## src/rtl/timer_pkg.sv

```systemverilog
// Shared definitions for the BCD countdown timer: FSM encoding, digit limit
// and the per-digit clamp used on preset values.
package timer_pkg;
  localparam logic [3:0] BCD_MAX = 4'd9;

  typedef enum logic [1:0] {
    IDLE    = 2'd0,
    RUN     = 2'd1,
    PAUSE   = 2'd2,
    EXPIRED = 2'd3
  } state_t;

  function automatic logic [3:0] bcd_clamp(input logic [3:0] d);
    return (d > BCD_MAX) ? BCD_MAX : d;
  endfunction
endpackage

```

## src/rtl/bcd_down_digit.sv

```systemverilog
// One BCD decade of the down counter; wraps 0 -> 9 and raises borrow_out
// so the next decade steps on the same edge.
module bcd_down_digit
  import timer_pkg::*;
(
  input  logic       C1K,
  input  logic       RST,
  input  logic       load,
  input  logic [3:0] load_val,
  input  logic       dec_en,
  input  logic       borrow_in,
  output logic       borrow_out,
  output logic [3:0] digit
);
  assign borrow_out = dec_en & borrow_in & (digit == 4'd0);

  always_ff @(posedge C1K or negedge RST) begin
    if (!RST)                      digit <= 4'd0;
    else if (load)                 digit <= load_val;
    else if (dec_en && borrow_in)  digit <= (digit == 4'd0) ? BCD_MAX : digit - 4'd1;
  end
endmodule

```

## src/rtl/bcd_down_timer.sv

```systemverilog
// Two-decade BCD countdown timer: load/clamp preset, run/pause FSM, one-cycle
// DONE on reaching 00, optional reload of the preset on expiry.
module bcd_down_timer
  import timer_pkg::*;
#(
  parameter int DIGITS      = 2,
  parameter bit AUTO_RELOAD = 1'b0
) (
  input  logic                  C1K,
  input  logic                  RST,
  input  logic                  CE,
  input  logic                  LOAD,
  input  logic [4*DIGITS-1:0]   LOAD_VAL,
  input  logic                  START,
  input  logic                  STOP,
  output logic [4*DIGITS-1:0]   VAL,
  output logic                  RUNNING,
  output logic                  DONE
);
  state_t                   state, state_nxt;
  logic [DIGITS-1:0][3:0]   preset, ld_clamped, ld_val, digs;
  logic [DIGITS:0]          borrow;
  logic                     val_zero, val_one, dec_en, reload, expire, dig_load;

  always_comb begin
    ld_clamped = '0;
    for (int i = 0; i < DIGITS; i++) ld_clamped[i] = bcd_clamp(LOAD_VAL[4*i +: 4]);
  end

  assign val_zero = (digs == '0);
  assign val_one  = (digs == (4*DIGITS)'(1));

  // Reload fires the cycle after DONE while still in RUN; it owns the digits
  // that cycle so a coincident CE cannot step below 00.
  assign reload   = AUTO_RELOAD && DONE && (state == RUN) && !LOAD;
  assign dec_en   = (state == RUN) && CE && !LOAD && !START && !STOP && !reload;
  assign expire   = dec_en && val_one;
  assign dig_load = LOAD | reload;
  assign ld_val   = LOAD ? ld_clamped : preset;

  assign borrow[0] = 1'b1;
  for (genvar g = 0; g < DIGITS; g++) begin : g_dig
    bcd_down_digit u_dig (
      .C1K       (C1K),
      .RST       (RST),
      .load      (dig_load),
      .load_val  (ld_val[g]),
      .dec_en    (dec_en),
      .borrow_in (borrow[g]),
      .borrow_out(borrow[g+1]),
      .digit     (digs[g])
    );
  end
  assign VAL = digs;

  always_comb begin
    state_nxt = state;
    if (LOAD)
      state_nxt = IDLE;
    else if (START) begin
      if ((state == IDLE || state == PAUSE) && !val_zero) state_nxt = RUN;
    end else if (STOP) begin
      if (state == RUN) state_nxt = PAUSE;
    end else if (expire)
      state_nxt = (AUTO_RELOAD && preset != '0) ? RUN : EXPIRED;
  end

  always_ff @(posedge C1K or negedge RST) begin
    if (!RST) begin
      state   <= IDLE;
      preset  <= '0;
      RUNNING <= 1'b0;
      DONE    <= 1'b0;
    end else begin
      state   <= state_nxt;
      RUNNING <= (state_nxt == RUN);
      DONE    <= expire;
      if (LOAD) preset <= ld_clamped;
    end
  end
endmodule

```

## config.mk

```make
export PLATFORM = sky130hd
export DESIGN_NAME = bcd_down_timer
export DESIGN_NICKNAME = d
export VERILOG_FILES = /design/src/rtl/timer_pkg.sv /design/src/rtl/bcd_down_digit.sv /design/src/rtl/bcd_down_timer.sv
export SDC_FILE = /design/constraint.sdc
export NUM_CORES = 1
export LEC_CHECK = 0
export BUFFER_PORTS_ARGS = -buffer_cell sky130_fd_sc_hd__buf_2
export CAP_MARGIN = 20
export CORE_MARGIN = 3
export CORE_UTILIZATION = 50
export CTS_BUF_LIST = sky130_fd_sc_hd__clkbuf_4 sky130_fd_sc_hd__clkbuf_8
export DETAILED_ROUTE_END_ITERATION = 7
export GPL_TIMING_DRIVEN = 0
export HOLD_SLACK_MARGIN = 0.03
export MAX_ROUTING_LAYER = met4
export PLACE_DENSITY = 0.8
export SLEW_MARGIN = 10
export SYNTH_ARGS = -nofsm -noshare
export SYNTH_HDL_FRONTEND = slang
export SYNTH_SLANG_ARGS = --single-unit
```

## constraint.sdc

```tcl
create_clock -name C1K -period 1.8 [get_ports C1K]
set_input_delay 0.27 -clock C1K [delete_from_list [all_inputs] [get_ports C1K]]
set_output_delay 0.27 -clock C1K [all_outputs]
set_load 0.02 [all_outputs]
```

==> results.cfg <==
[run_status]
status = finished clean

[logic_synthesis]
synth.ff_latch_count = 12
synthArstFlopShare_pct = 100.0
synth_edf_count = 0
syn_area_per_cell_sq_um = 9.410
yosysWarnings = 0
syn_nets = 87
syn-instance-count = 73
synthDistinctLibCells = 29
synth_seq_area_share_pct = 43.72
ys.flop_type = dfrtp_1
syn_area_sq_um = 686.9

[critical_path]
rrSetupSlack_ns = 0.15
max_stage_delay_ns = 0.44
r2r_start = g_dig[1].u_dig.digit[0]
crit_arrival_ns = 1.86
r2r-end = g_dig[1].u_dig.digit[3]
cpMaxStageDelayCell = dfrtp_1
crit_type = flip-flop to flip-flop
required_ns = 2.01
path_cells = nor4_4, nand4_2, or3_1, a31oi_1
critPathMaxFanout = 5
cp-end-kind = flip-flop
r2r_cells = 4
startpoint_type = flip-flop

[cells_and_area]
final_common_cell = buf_2
layout_common_cells = 23 x buf_2, 12 x dfrtp_1, 8 x nor2_1, 6 x o21ai_0
diodes = 0
drive_gt1_share_pct = 30.69
area_delta_synth_final_pct = 26.05
regArea_sq_um = 300.3
final.fill_count = 96
fin_nets = 116
multiInputGateArea_sq_um = 375.4

[clocking]
clk_path_buf_depth = 2
cts_tree = built
ctsResizeCount = 0
h-tree-depth = 1
clk_latency_ns = 0.28
clk_pin_slew_ns = 0.09
cts_buffers = 3
cts_sinks = 12
root_buffer = clkbuf_4

[sta]
hold_viol_final = 0
setup_tns_ns = 0
worst_clock_skew_ns = 0.004356
worst_pin_slew_ns = 0.3821
drv_slew = 0
min_period_over_period_pct = 91.88
holdWs_ns = 0.2267
slew_headroom_pct = 73.87
period_minus_slack_ns = 1.654
setup_viol = 0
fmax_mhz = 604.7
rsz0062_at_grt = false

[grt]
grt_pass1_wl_microns = 2994
grt_pass1_vias = 687
track_usage_pct = 21.79
grt_start_max_net_pins = 13
gr-total-overflow = 0
antenna_found_initial = 0

[placed_design]
dp_hpwl_microns = 1252
place.gp.congestion = 0.7883
port_buffers = 23

[route]
dr.pass1.iters = 4
post_drt_wl_per_cell_microns = 14.49
vias_per_cell = 5.930
vias = 682
drt-initial-drc-count = 17
drc = 0
ant_nets = 0
routed_wl_microns = 1666

[hold_path]
hold-path-cell-count = 3
hold_start = LOAD_VAL[0]
hold-path-endpoint = g_dig[0].u_dig.digit[0]
min_path_type = input pin to flip-flop

[die]
num_io_pins = 24
die_h_microns = 43.07
initial_core_util_pct = 57.19
die_x_microns = 43.07
die_area_sq_mm = 0.001855
core_area_sq_mm = 0.001201
rows = 12

[run]
maxCapViolCount = 0

[power]
leakage_nw = 0.3871
vdd_drop_max_v = 0.0003924
powerDensity_mw_per_mm2 = 785.0
design_power_total_w = 0.0006797
per-layer routing:
metal | vias up | share of wire (%) | wire length, microns | GRT usage (%)
li1 | 333 | - | - | -
met1 | 324 | 41 | 685 | 27.60
met2 | 23 | 52 | 870 | 35.03
met3 | 2 | 6.0 | 100 | 3.814
met4 | 0 | 0.48 | 8 | 7.229
met5 | - | 0 | 0 | -
metrics by stage:
| step | area (sq um) | std cells | worst slack, ns | util [%] |
|---|---|---|---|---|
| 4_1_cts | 865.8 | 115 | 0.1416 | 72.08 |
| 6_report | 865.8 | 115 | 0.1462 | 72.08 |
| 5_1_grt | 865.8 | 115 | 0.05633 | 72.08 |
| 2_1_floorplan | 686.9 | 73 | 0.2076 | - |
| 3_3_place_gp | 819.5 | 110 | 0.2146 | 68.23 |
| 3_5_place_dp | 819.5 | 110 | 0.1620 | 68.23 |
layout make-up:
class | instances | share of cell area, %
multi-input cells | 58 | 43.35
flip-flops and latches | 12 | 34.68
repair buffers | 24 | 14.45
clock buffers | 4 | 4.191
well taps | 14 | 2.023
inverters | 2 | 0.8671
plain buffers | 1 | 0.4335
cells by family (layout without fill, tap and decap cells):
logic type | count (synthesis) | count (layout) | synth area share [%]
compound gates | 22 | 22 | 18.58
flops | 12 | 12 | 43.72
simple gates | 32 | 32 | 30.60
xor+xnor | 2 | 2 | 2.551
mux | 2 | 2 | 2.915
buf+inv | 3 | 31 | 1.639
flip-flops by register name, summed over array words and instances, names as in the netlist:
name               cells
state                  2
DONE                   1
g_dig.u_dig.digit      8
RUNNING                1
critical path: cells and delay by family (launching register included):
kind	cells	cell delay (ns)
DFF	1	0.44
and+or+nand+nor	3	0.97
AOI/OAI and AO/OA	1	0.17
cells in the mapped netlist, types with 2 or more instances:
| cell type | number | area [sq um] |
|---|---|---|
| nand3_1 | 2 | 10.01 |
| mux2i_1 | 2 | 20.02 |
| and2_1 | 2 | 12.51 |
| nand4_1 | 3 | 18.77 |
| dfrtp_1 | 12 | 300.3 |
| o21a_1 | 2 | 15.01 |
| nor2_1 | 8 | 30.03 |
| xor2_1 | 2 | 17.52 |
| nand2b_1 | 2 | 12.51 |
| inv_1 | 2 | 7.510 |
| nand3b_1 | 4 | 30.03 |
| o21ai_0 | 6 | 30.03 |
| a31oi_1 | 3 | 18.77 |
| o21ai_1 | 4 | 20.02 |
| a21oi_1 | 4 | 20.02 |
| nor3_1 | 2 | 10.01 |
where the power goes:
part           switching [W]  leakage [nW]  internal, W
Clock               0.000106        0.0210     0.000123
Sequential         0.0000271         0.149     0.000289
Combinational      0.0000811         0.217    0.0000537
Total               0.000214         0.387     0.000466
how the worst max path moves through the flow:
| stage | from | depth (start not counted) | endpoint | slack (ns) |
|---|---|---|---|---|
| 3_3_place_gp | g_dig[1].u_dig.digit[0] | 4 | g_dig[1].u_dig.digit[3] | 0.21 |
| 4_1_cts | g_dig[1].u_dig.digit[0] | 4 | g_dig[1].u_dig.digit[3] | 0.14 |
| 3_5_place_dp | g_dig[1].u_dig.digit[0] | 4 | g_dig[1].u_dig.digit[3] | 0.16 |
| 2_1_floorplan | g_dig[1].u_dig.digit[0] | 4 | g_dig[1].u_dig.digit[3] | 0.21 |
| 5_1_grt | g_dig[1].u_dig.digit[0] | 4 | g_dig[1].u_dig.digit[3] | 0.06 |
| 6_report | g_dig[1].u_dig.digit[0] | 4 | g_dig[1].u_dig.digit[3] | 0.15 |
timing repair:
item | 4_1_cts | 5_1_grt
setup endpoints to repair | 0 | 0
hold buffers | 1 | 0
setup buffers | 0 | 0
hold endpoints to repair | 12 | 0
No activity file was read; power rests on OpenSTA's default activity.
